## src/rtl/alu_param.sv

```systemverilog
// ============================================================================
// alu_param : N-bit ALU with combinational result/flags and a registered
//             copy of the flags.
// Revision  : 1.0
// ============================================================================
`default_nettype none

module alu_param #(
  parameter int N = 4
) (
  input  logic         clk,
  input  logic         rst_n,
  input  logic [N-1:0] A,
  input  logic [N-1:0] B,
  input  logic [3:0]   ALUControl,
  input  logic [1:0]   ALUFlagIn,
  output logic [N-1:0] ALUResult,
  output logic [1:0]   ALUFlags,
  output logic [1:0]   C_Flag
);

  localparam logic [3:0] OP_AND = 4'd0;
  localparam logic [3:0] OP_OR  = 4'd1;
  localparam logic [3:0] OP_ADD = 4'd2;
  localparam logic [3:0] OP_INC = 4'd3;
  localparam logic [3:0] OP_DEC = 4'd4;
  localparam logic [3:0] OP_NOT = 4'd5;
  localparam logic [3:0] OP_SUB = 4'd6;
  localparam logic [3:0] OP_XOR = 4'd7;
  localparam logic [3:0] OP_SHL = 4'd8;
  localparam logic [3:0] OP_SHR = 4'd9;

  localparam logic [N-1:0] SHAMT_FULL = N'(N);

  logic         cin;
  logic         unused_flag_in;
  logic [N-1:0] x_sel;
  logic [N:0]   add_sum;
  logic [N:0]   a_plus_cin;
  logic [N:0]   shl_ext;
  logic [N:0]   shr_ext;
  logic [N-1:0] shl_ones;
  logic [N-1:0] shr_ones;
  logic [N-1:0] result;
  logic         carry;

  assign cin            = ALUFlagIn[0];
  assign unused_flag_in = ALUFlagIn[1];
  assign x_sel          = cin ? B : A;

  assign add_sum    = {1'b0, A} + {1'b0, B} + {{N{1'b0}}, cin};
  assign a_plus_cin = {1'b0, A} + {{N{1'b0}}, cin};

  // One guard bit beside the operand catches the bit shifted out; large
  // amounts naturally leave only zeros in both the result and the guard.
  assign shl_ext  = {1'b0, A} << B;
  assign shr_ext  = {A, 1'b0} >> B;
  assign shl_ones = ~((~A) << B);
  assign shr_ones = ~((~A) >> B);

  always_comb begin
    result = '0;
    carry  = 1'b0;
    case (ALUControl)
      OP_AND: result = A & B;
      OP_OR:  result = A | B;
      OP_ADD: begin
        result = add_sum[N-1:0];
        carry  = add_sum[N];
      end
      OP_INC: begin
        result = x_sel + 1'b1;
        carry  = &x_sel;
      end
      OP_DEC: begin
        result = x_sel - 1'b1;
        carry  = (x_sel == '0);
      end
      OP_NOT: result = ~x_sel;
      OP_SUB: begin
        result = a_plus_cin[N-1:0] - B;
        carry  = (a_plus_cin < {1'b0, B});
      end
      OP_XOR: result = A ^ B;
      OP_SHL: begin
        result = cin ? shl_ones : shl_ext[N-1:0];
        carry  = (B == SHAMT_FULL) ? A[N-1] : shl_ext[N];
      end
      OP_SHR: begin
        result = cin ? shr_ones : shr_ext[N:1];
        carry  = (B == SHAMT_FULL) ? A[0] : shr_ext[0];
      end
      default: begin
        result = '0;
        carry  = 1'b0;
      end
    endcase
  end

  assign ALUResult = result;
  assign ALUFlags  = {(result == '0), carry};

  always_ff @(posedge clk) begin
    if (!rst_n) begin
      C_Flag <= 2'b00;
    end else begin
      C_Flag <= ALUFlags;
    end
  end

endmodule

`default_nettype wire

```

## config.mk

```make
export PLATFORM = sky130hd
export DESIGN_NAME = alu_param
export DESIGN_NICKNAME = d
export VERILOG_FILES = /design/src/rtl/alu_param.sv
export SDC_FILE = /design/constraint.sdc
export NUM_CORES = 1
export LEC_CHECK = 0
export ABC_AREA = 1
export CAP_MARGIN = 0
export CORE_ASPECT_RATIO = 0.7
export CORE_UTILIZATION = 57
export CTS_BUF_LIST = sky130_fd_sc_hd__clkbuf_2 sky130_fd_sc_hd__clkbuf_4 sky130_fd_sc_hd__clkbuf_8
export CTS_CLUSTER_SIZE = 8
export DETAILED_ROUTE_END_ITERATION = 8
export PLACE_DENSITY = 0.84
export SLEW_MARGIN = 0
export SYNTH_ARGS = -nofsm -noshare
export SYNTH_HDL_FRONTEND = slang
export SYNTH_SLANG_ARGS = --single-unit
export TNS_END_PERCENT = 10
```

## constraint.sdc

```tcl
create_clock -name clk -period 5.4 [get_ports clk]
set_input_delay 1.62 -clock clk [delete_from_list [all_inputs] [get_ports clk]]
set_output_delay 1.62 -clock clk [all_outputs]
set_load 0.01 [all_outputs]
```

==> impl_metrics.env, run 1 <==
export IMPL_netlist_top_cell_by_area="nand2_1"
export IMPL_ys_types=26
export IMPL_htreeDepth=1
export IMPL_synth_area_top_cells="nand2_1 22%, nand3_1 13%, ha_1 13%"
export IMPL_ctsHoldBuffers=0
export IMPL_syn_cell_area_um2=1580
export IMPL_ctsRootBufferMaster="clkbuf_8"
export IMPL_cts_buffer_depth=2
export IMPL_lastStage="5_1_grt"
export IMPL_ys_seq_area_share_pct=2.53
export IMPL_syn_nets=337
export IMPL_avgSynthCellArea_um2=5.25
export IMPL_die_x_um=65.0
export IMPL_pin_count=24
export IMPL_port_buffers=22
export IMPL_synth_warnings=0
export IMPL_synth_top_cell_area_share_pct=21.6
export IMPL_num_rows=15
export IMPL_start_util_pct=62.0
export IMPL_worst_endpoint="ALUFlags[1]"
export IMPL_die_h_um=46.1
export IMPL_dp_hpwl_um=4610
export IMPL_grt_overflow=20
export IMPL_grtUsageTotal_pct=73.7
export IMPL_cts_inserted_buffers=3
export IMPL_globalplace_congestion=1.02
export IMPL_grt_max_degree=11
export IMPL_worstEpCategory="top-level output"
export IMPL_clock_sinks=2
export IMPL_stop_error="[ERROR GRT-0232] Routing congestion too high. Check the congestion heatmap in the GUI."
export IMPL_postSynthCellCount=301
export IMPL_ys_seq_elements=2
export IMPL_status="did not finish"
[timing repair]
action	CTS
endpoints found under the hold margin	0
pin swaps	13
resized for setup	34
buffers inserted	5
endpoints found under the setup margin	6
[kinds of logic after synthesis]
group                    Yosys count  synth area share (%)
AND/OR/NAND/NOR                  200                  56.2
buffers and inverters             58                  15.3
adder cells (fa/ha/maj)           20                  17.7
AO/OA/AOI/OAI                     19                  7.20
XOR/XNOR                           2                  1.11
flip-flops                         2                  2.53
[cells in the mapped netlist]
| cell | instances |
|---|---|
| buf_2 | 1 |
| nand4_1 | 6 |
| xor2_1 | 2 |
| nand2_2 | 2 |
| nand3_2 | 1 |
| o32ai_1 | 1 |
| o21bai_1 | 1 |
| buf_4 | 4 |
| buf_6 | 1 |
| ha_1 | 16 |
| nand2_1 | 91 |
| inv_1 | 48 |
| nor2_1 | 41 |
| fa_1 | 4 |
| nand3_1 | 42 |
| dfxtp_1 | 2 |
| a21oi_1 | 7 |
| nor2_2 | 6 |
| inv_2 | 4 |
| nand2_4 | 1 |
| o21ai_0 | 6 |
| o211ai_1 | 2 |
| nand3b_1 | 2 |
| nor3_1 | 5 |
| o21ai_2 | 2 |
| nor2_4 | 3 |
[layer usage]
metal / overflow / track usage, %
met1: 0 / 72.4
met2: 13 / 95.0
met3: 0 / 55.0
met4: 7 / 80.9
met5: 0 / 14.3
[per-stage QoR]
step / cells / worst slack [ns] / TNS (ns) / instance area [µm²] / util (%)
3_5_place_dp: 406 / -0.768 / -3.43 / 2210 / 86.6
2_1_floorplan: 301 / 0.389 / 0 / 1580 / -
3_3_place_gp: 406 / -0.662 / -2.81 / 2210 / 86.6
4_1_cts: 414 / -0.0455 / -0.0695 / 2310 / 90.4
==> run 2: changes to the inputs <==
==> config.mk (replaced) <==
export PLATFORM = sky130hd
export DESIGN_NAME = alu_param
export DESIGN_NICKNAME = d
export VERILOG_FILES = /design/src/rtl/alu_param.sv
export SDC_FILE = /design/constraint.sdc
export NUM_CORES = 1
export LEC_CHECK = 0
export ABC_AREA = 1
export CAP_MARGIN = 0
export CORE_UTILIZATION = 40
export DETAILED_ROUTE_END_ITERATION = 8
export PLACE_DENSITY_LB_ADDON = 0.15
export SLEW_MARGIN = 0
export SYNTH_ARGS = -nofsm -noshare
export SYNTH_HDL_FRONTEND = slang
export SYNTH_SLANG_ARGS = --single-unit
export TNS_END_PERCENT = 10
==> run 2 against run 1 <==
The flow now finishes, with violations (setup timing). Area after synthesis did not move. Synthesized cell count did not move.
==> impl_metrics.env, run 2 <==
export IMPL_max_freq_mhz=183
export IMPL_num_rows=22
export IMPL_multi_input_area_um2=1360
export IMPL_yosysMostFrequentCell="nand2_1"
export IMPL_grt_overflow=0
export IMPL_pin_count=24
export IMPL_cts_buffer_depth=2
export IMPL_switching_share_pct=42.8
export IMPL_cp_slowest_cell="fa_2"
export IMPL_synthFlopType="dfxtp_1"
export IMPL_drt_first_pass_iters=5
export IMPL_path_delay_family="adder cells"
export IMPL_grt_pass1_wl_um=8890
export IMPL_pre_cts_ws_ns=-0.762
export IMPL_pwr_share_seq_pct=6.2
export IMPL_drive_gt1_share_pct=24.8
export IMPL_tightest_slew_ns=0.279
export IMPL_postSynthCellCount=301
export IMPL_clock_sinks=2
export IMPL_synth_common_cells="91 x nand2_1, 48 x inv_1, 42 x nand3_1, 41 x nor2_1, 16 x ha_1"
export IMPL_top_register="C_Flag"
export IMPL_dp_cells=417
export IMPL_globalplace_congestion=0.927
export IMPL_syn_nets=337
export IMPL_fin_ws_ns=-0.0661
export IMPL_routed_wirelength_um=5070
export IMPL_hold_viol_final=0
export IMPL_antenna_found_initial=0
export IMPL_die_area_um2=4210
export IMPL_start_util_pct=42.6
export IMPL_final_net_count=413
export IMPL_worstSetupPathType="input pin to output port"
export IMPL_ir_drop_mv=0.0405
export IMPL_path_cells="dlygate4sd2_1, ha_2, inv_1, ha_2, fa_2, inv_1, nand2_1, nand2_1, nor2_1, nor2_1, nand2_1, nor2_2, nand3_2, nor2_2, buf_4, nand3_2, inv_1, buf_2"
export IMPL_cts_inserted_buffers=3
export IMPL_areaGrowthSynthToFinish_pct=46.5
export IMPL_critPathMaxStageDelay_ns=0.36
export IMPL_viasPerCell=4.95
export IMPL_start_kind="input pin"
export IMPL_cts_tree="yes"
export IMPL_port_buffers=22
export IMPL_design_core_area_um2=3720
export IMPL_finalMaxSlewViolations=0
export IMPL_synth_top_cell_area_share_pct=21.6
export IMPL_post_route_period_util_pct=101
export IMPL_grtUsageTotal_pct=26.5
export IMPL_setup_viol=1
export IMPL_netlist_top_cell_by_area="nand2_1"
export IMPL_ys_seq_elements=2
export IMPL_ant_nets=0
export IMPL_cp_max_fo=2
export IMPL_p_switching_w=0.000114
export IMPL_cp_required_ns=3.78
export IMPL_ctsHoldBuffers=0
export IMPL_rsz0062_at_grt="yes"
export IMPL_clk_pin_slew_ns=0.03
export IMPL_fin_cells=423
export IMPL_ctsRootBufferMaster="clkbuf_8"
export IMPL_htreeDepth=1
export IMPL_ys_types=26
export IMPL_startpoint="ALUFlagIn[0]"
export IMPL_vias=2095
export IMPL_grt_pass1_vias=2012
export IMPL_grt_max_degree=11
export IMPL_wl_per_cell_um=12.0
export IMPL_worst_path_buf_inv=6
export IMPL_violations="setup timing"
export IMPL_die_h_um=64.9
export IMPL_initialDrtViolationCount=134
export IMPL_internal_power_w=0.000152
export IMPL_num_fill_cells=381
export IMPL_async_flop_share_pct=0
export IMPL_p_leak_nw=1.34
export IMPL_hold_class="input pin to flip-flop"
export IMPL_status="finished with violations"
export IMPL_fin_crit_ns=5.47
export IMPL_synth_warnings=0
export IMPL_power_density_nw_per_um2=114
export IMPL_antenna_cells=0
export IMPL_synth_edff_count=0
export IMPL_dp_hpwl_um=4120
export IMPL_final_cell_mix="91 x nand2_1, 55 x buf_4, 48 x inv_1"
export IMPL_avgSynthCellArea_um2=5.25
export IMPL_slew_headroom_pct=81.4
export IMPL_die_x_um=64.9
export IMPL_clkPwrFrac_pct=21.5
export IMPL_largest_reg_flops=2
export IMPL_ys_seq_area_share_pct=2.53
export IMPL_cap_violations=0
export IMPL_reg_top3="C_Flag x2"
export IMPL_seqCellArea_um2=40.0
export IMPL_syn_cell_area_um2=1580
export IMPL_critPathArrivalTime_ns=3.85
export IMPL_drc=0
export IMPL_worstSetupEndpointType="output port"
export IMPL_hp_start="rst_n"
export IMPL_layout_commonest_cell="nand2_1"
export IMPL_pwr_share_comb_pct=72.3
export IMPL_synth_area_top_cells="nand2_1 22%, nand3_1 13%, ha_1 13%"
## run 2: cell counts after synthesis
No cell type changed its count.
## run 2: logic make-up (layout without fill, tap and decap cells)
logic type / after synthesis / after routing / share of synthesized area [%]
AND/OR/NAND/NOR: 200 / 200 / 56.2
buffers and inverters: 58 / 132 / 15.3
adder cells (fa/ha/maj): 20 / 20 / 17.7
AO/OA/AOI/OAI: 19 / 19 / 7.20
XOR/XNOR: 2 / 2 / 1.11
flip-flops: 2 / 2 / 2.53
## run 2: final timing paths
kind	end	slack, ns	cells after the start
setup / recovery	ALUFlags[1]	-0.07	18
hold / removal	C_Flag[1]	1.98	3
## run 2: routing by layer
layer  global-route usage, %  wire length (µm)  part of all wire, %  vias up
met3                    1.76               317                  6.3       11
met1                    35.2              2280                   45      914
met4                    5.56                51                  1.0        0
met5                       0                 0                    0        -
li1                        -                 -                    -     1098
met2                    46.2              2420                   48       72
## run 2: layout make-up
class	instances	area share, %
Clock buffer	3	1.78
Inverter	52	8.42
Multi-Input combinational cell	241	58.7
Sequential cell	2	1.73
Tap cell	48	2.59
Timing Repair Buffer	77	26.7
## run 2: worst min-delay path, stage by stage
cell and delay (ns):
clkdlybuf4s50_1 0.40, inv_1 0.08, nor2_2 0.04
## run 2: power groups by stage
stage	combinational (W)	sequential, W	clock [W]
global route	0.000214	0.0000165	0.0000601
floorplan	0.0000971	0.0000173	0
detailed placement	0.000185	0.0000166	0
global placement	0.000182	0.0000166	0
finish	0.000192	0.0000164	0.0000571
CTS	0.000188	0.0000164	0.0000585
## run 2: what timing repair did
item	in CTS	in global routing
resized for setup	31	4
buffers inserted	2	1
endpoints found under the setup margin	6	6
pin swaps	8	9
gates cloned	0	0
## run 2: per-stage QoR
step	power [W]	setup TNS (ns)	util (%)	area (µm²)	hold WS, ns
after CTS	0.000263	-0.308	61.7	2290	1.98
after detailed placement	0.000201	-3.14	59.4	2210	2.19
final	0.000265	-0.0661	62.4	2320	1.98
after global routing	0.000290	-0.604	62.4	2320	2.00
after floorplan	0.000114	0	-	1580	1.76
after global placement	0.000199	-3.01	59.4	2210	2.18
Power figures use the tool's default switching activity.
==> run 3: changes to the inputs <==
--- a/config.mk
+++ b/config.mk
@@ -8,8 +8,11 @@
 export ABC_AREA = 1
 export CAP_MARGIN = 0
 export CORE_UTILIZATION = 40
+export CTS_CLUSTER_DIAMETER = 120
+export CTS_CLUSTER_SIZE = 10
 export DETAILED_ROUTE_END_ITERATION = 8
 export PLACE_DENSITY_LB_ADDON = 0.15
+export SKIP_LAST_GASP = 1
 export SLEW_MARGIN = 0
 export SYNTH_ARGS = -nofsm -noshare
 export SYNTH_HDL_FRONTEND = slang
==> run 3 against run 2 <==
The run still ends with setup timing left. Clock-buffer cell count is the same. Non-clock buffer count increased by 2. Sequential power about the same. Clock power about the same. Via count is 0.62% higher. Highest routed layer unchanged. Final cell count grew 0.47%. Die area unchanged. Global-route usage barely moved. Maximum frequency fell by 0.41%.
==> impl_metrics.env, run 3 (same netlist as run 2, synthesis figures left out) <==
export IMPL_design_core_area_um2=3720
export IMPL_cap_violations=0
export IMPL_globalplace_congestion=0.927
export IMPL_top_register="C_Flag"
export IMPL_slew_headroom_pct=73.4
export IMPL_dp_hpwl_um=4120
export IMPL_die_area_um2=4210
export IMPL_cp_max_fo=2
export IMPL_grt_pass1_wl_um=8880
export IMPL_rsz0062_at_grt="yes"
export IMPL_viasPerCell=4.96
export IMPL_finalMaxSlewViolations=0
export IMPL_cp_required_ns=3.78
export IMPL_ir_drop_mv=0.0402
export IMPL_pin_count=24
export IMPL_pre_cts_ws_ns=-0.762
export IMPL_holdWs_ns=1.98
export IMPL_start_util_pct=42.6
export IMPL_cts_inserted_buffers=3
export IMPL_grt_pass1_vias=2011
export IMPL_areaGrowthSynthToFinish_pct=46.8
export IMPL_hold_class="input pin to flip-flop"
export IMPL_ctsRootBufferMaster="clkbuf_8"
export IMPL_critPathArrivalTime_ns=3.87
export IMPL_grt_overflow=0
export IMPL_final_area_um2=2320
export IMPL_setup_viol=4
export IMPL_drc=0
export IMPL_fin_ws_ns=-0.0885
export IMPL_violations="setup timing"
export IMPL_final_cell_mix="91 x nand2_1, 56 x buf_4, 48 x inv_1"
export IMPL_grtUsageTotal_pct=26.4
export IMPL_cts_buffer_depth=2
export IMPL_ant_nets=0
export IMPL_drt_first_pass_iters=5
export IMPL_clk_pin_slew_ns=0.03
export IMPL_antenna_cells=0
export IMPL_worstSetupEndpointType="output port"
export IMPL_start_kind="input pin"
export IMPL_cts_tree="yes"
export IMPL_wl_per_cell_um=12.0
export IMPL_tightest_slew_ns=0.399
export IMPL_initialDrtViolationCount=136
export IMPL_p_leak_nw=1.36
export IMPL_hold_viol_final=0
export IMPL_max_freq_mhz=182
export IMPL_routed_wirelength_um=5090
export IMPL_placed_area_um2=2210
export IMPL_antenna_found_initial=0
export IMPL_power_density_nw_per_um2=115
export IMPL_final_net_count=415
export IMPL_fin_setup_tns_ns=-0.284
export IMPL_vias=2108
export IMPL_grt_max_degree=11
export IMPL_port_buffers=22
export IMPL_num_rows=22
export IMPL_post_route_period_util_pct=102
export IMPL_p_total_w=0.000267
export IMPL_die_h_um=64.9
export IMPL_fin_crit_ns=5.49
export IMPL_status="finished with violations"
export IMPL_largest_reg_flops=2
export IMPL_layout_commonest_cell="nand2_1"
export IMPL_reg_top3="C_Flag x2"
export IMPL_die_x_um=64.9
export IMPL_drive_gt1_share_pct=23.9
export IMPL_htreeDepth=1
export IMPL_clock_sinks=2
export IMPL_worstSetupPathType="input pin to output port"
## run 3: cell count changes in the layout (fill, tap and decap cells not counted)
cell,delta
nand3_1,+1
nor2_4,-2
dlymetal6s2s_1,+1
clkdlybuf4s15_1,+1
buf_2,-1
nand3_2,-1
nor2_1,+2
buf_4,+1
## run 3: final timing paths
| path | cells after the start | slack, ns | start | end |
|---|---|---|---|---|
| max | 14 | -0.09 | ALUFlagIn[0] | ALUResult[1] |
| min | 3 | 1.98 | rst_n | C_Flag[1] |
## run 3: final cells by class
type	count	area, µm²
Timing Repair Buffer	79	644
Multi-Input combinational cell	241	1340
Inverter	52	195
Fill cell	375	1390
Clock buffer	3	41.3
Tap cell	48	60.1
Sequential cell	2	40.0
## run 3: report_power, final
part / internal, W / switching (W) / leakage (nW)
clock network: 0.0000470 / 0.0000102 / 0.0216
registers: 0.0000162 / 0.000000251 / 0.0163
logic: 0.0000911 / 0.000103 / 1.32
## run 3: timing repair
action	CTS	global route
cloned	0	0
hold buffers	0	0
setup buffers	2	3
endpoints found under the setup margin	6	6
endpoints found under the hold margin	0	0
resized for setup	23	4
pin swaps	7	8
## run 3: per-stage QoR
step                cells  util [%]
floorplan             301         -
global placement      417      59.4
detailed placement    417      59.4
CTS                   422      61.5
global route          425      62.5
finish                425      62.5
## run 3: critical path, stage by stage
cell and delay (ns):
dlygate4sd2_1 0.25, ha_2 0.30, inv_1 0.04, ha_2 0.18, fa_2 0.53, inv_1 0.05
nand3_1 0.07, nand2_1 0.05, inv_1 0.04, nand2_1 0.06, nor2_2 0.14, nand3_1 0.12
buf_4 0.15, dlygate4sd2_1 0.27
## run 3: per-layer routing
metal  vias up  track usage [%]  share of wire [%]
met5         -                0                  0
met4         0             5.56                1.2
met3         9             1.76                5.4
met2        77             46.1                 47
met1       922             35.2                 46
li1       1100                -                  -
==> run 4: changes to the inputs <==
--- a/config.mk
+++ b/config.mk
@@ -7,7 +7,9 @@
 export LEC_CHECK = 0
 export ABC_AREA = 1
 export CAP_MARGIN = 0
-export CORE_UTILIZATION = 40
+export CELL_PAD_IN_SITES_DETAIL_PLACEMENT = 1
+export CELL_PAD_IN_SITES_GLOBAL_PLACEMENT = 2
+export CORE_UTILIZATION = 27
 export CTS_CLUSTER_DIAMETER = 120
 export CTS_CLUSTER_SIZE = 10
 export DETAILED_ROUTE_END_ITERATION = 8
==> run 4 against run 3 <==
The flow now finishes without violations. Maximum frequency is 2.9% higher. Die area is 47% higher. Combinational power is 4% higher. First-iteration DRC count is 71% lower. Global-route usage is 4.3 points lower. Final area is 5.5% higher. Final cell count is 8.0% higher. Non-clock buffer count is 10 higher. Routed wire length is 25% higher. Critical path depth is 2 lower. Sequential share of layout area is 0.091 points lower.
==> impl_metrics.env, run 4 (same netlist as run 2, synthesis figures left out) <==
export IMPL_status="finished, final reports clean"
export IMPL_placed_area_um2=2300
export IMPL_num_fill_cells=800
export IMPL_cts_tree="yes"
export IMPL_fin_cells=459
export IMPL_initialDrtViolationCount=40
export IMPL_p_total_w=0.000279
export IMPL_die_x_um=78.5
export IMPL_drc=0
export IMPL_drive_gt1_share_pct=27.6
export IMPL_critPathArrivalTime_ns=3.72
export IMPL_final_cell_mix="91 x nand2_1, 65 x buf_4, 48 x inv_1"
export IMPL_power_density_nw_per_um2=114
export IMPL_ant_nets=0
export IMPL_slew_headroom_pct=81.2
export IMPL_final_net_count=425
export IMPL_final_area_um2=2450
export IMPL_antenna_found_initial=0
export IMPL_cp_max_fo=2
export IMPL_clk_pin_slew_ns=0.03
export IMPL_hold_viol_final=0
export IMPL_areaGrowthSynthToFinish_pct=55.0
export IMPL_viasPerCell=4.73
export IMPL_cap_violations=0
export IMPL_ir_drop_mv=0.0916
export IMPL_path_cells="clkdlybuf4s50_1, inv_1, nor2_4, nand2_4, fa_1, inv_1, nand2_1, nand3_1, nor2_2, nand3_2, buf_4, dlygate4sd2_1"
export IMPL_finalMaxSlewViolations=0
export IMPL_vias=2172
export IMPL_cts_inserted_buffers=3
export IMPL_cp_required_ns=3.78
export IMPL_htreeDepth=1
export IMPL_cp_slowest_cell="fa_1"
export IMPL_top_register="C_Flag"
export IMPL_dp_hpwl_um=5370
export IMPL_wl_per_cell_um=13.8
export IMPL_fin_crit_ns=5.34
export IMPL_grt_pass1_vias=2279
export IMPL_grt_overflow=0
export IMPL_start_kind="input pin"
export IMPL_largest_reg_flops=2
export IMPL_dp_cells=449
export IMPL_globalplace_congestion=0.853
export IMPL_port_buffers=22
export IMPL_grtUsageTotal_pct=22.2
export IMPL_drt_first_pass_iters=4
export IMPL_worstSetupPathType="input pin to output port"
export IMPL_critPathMaxStageDelay_ns=0.53
export IMPL_hold_class="input pin to flip-flop"
export IMPL_antenna_cells=0
export IMPL_p_leak_nw=1.40
export IMPL_ctsHoldBuffers=0
export IMPL_worst_path_buf_inv=5
export IMPL_tightest_slew_ns=0.279
export IMPL_reg_top3="C_Flag x2"
export IMPL_clock_sinks=2
export IMPL_routed_wirelength_um=6350
export IMPL_setup_viol=0
export IMPL_die_area_um2=6170
export IMPL_path_delay_family="buffers and inverters"
export IMPL_cts_buffer_depth=2
export IMPL_layout_commonest_cell="nand2_1"
export IMPL_worstSetupEndpointType="output port"
export IMPL_design_core_area_um2=5570
export IMPL_num_rows=27
export IMPL_grt_pass1_wl_um=10800
export IMPL_post_route_period_util_pct=98.8
export IMPL_ctsRootBufferMaster="clkbuf_8"
export IMPL_postLayoutCoreUtil_pct=44.0
export IMPL_die_h_um=78.5
export IMPL_crit_top_cell="inv_1"
export IMPL_fin_ws_ns=0.0640
export IMPL_rsz0062_at_grt="yes"
export IMPL_grt_max_degree=11
export IMPL_start_util_pct=28.4
export IMPL_pin_count=24
export IMPL_max_freq_mhz=187
export IMPL_pre_cts_ws_ns=-0.835
## run 4: layout make-up
class | instances | area, µm² | share of cell area (%)
Clock buffer | 3 | 41.3 | 1.68
Inverter | 52 | 195 | 7.96
Multi-Input combinational cell | 241 | 1380 | 56.3
Sequential cell | 2 | 40.0 | 1.63
Tap cell | 72 | 90.1 | 3.68
Timing Repair Buffer | 89 | 706 | 28.8
## run 4: worst min-delay path: cells and delay by family
kind,cells,cell delay (ns)
and+or+nand+nor,1,0.04
buffers and inverters,2,0.48
## run 4: through the flow
| stage | TNS [ns] | hold WS, ns |
|---|---|---|
| 2_1_floorplan | 0 | 1.76 |
| 3_3_place_gp | -3.33 | 2.18 |
| 3_5_place_dp | -3.54 | 2.19 |
| 4_1_cts | -0.0222 | 1.98 |
| 5_1_grt | -0.302 | 1.99 |
| 6_report | 0 | 1.97 |
## run 4: report_power, final
group	switching, W	internal [W]	total, W
combinational	0.000110	0.0000922	0.000202
clock	0.0000138	0.0000473	0.0000611
sequential	0.000000259	0.0000162	0.0000164
## run 4: per-layer routing
metal,track usage (%),vias up,wire length (µm)
li1,-,1121,-
met1,28.4,1017,3040
met2,40.9,28,3150
met3,1.28,6,117
met4,3.15,0,38
met5,0,-,0
## run 4: final timing paths
kind / from / end / slack (ns) / cells after the start
min: rst_n / C_Flag[1] / 1.97 / 3
max: ALUControl[2] / ALUResult[1] / 0.06 / 12
## run 4: timing repair
item	4_1_cts	5_1_grt
buffers inserted	5	2
resized for setup	41	8
pin swaps	11	4
endpoints found under the setup margin	6	6
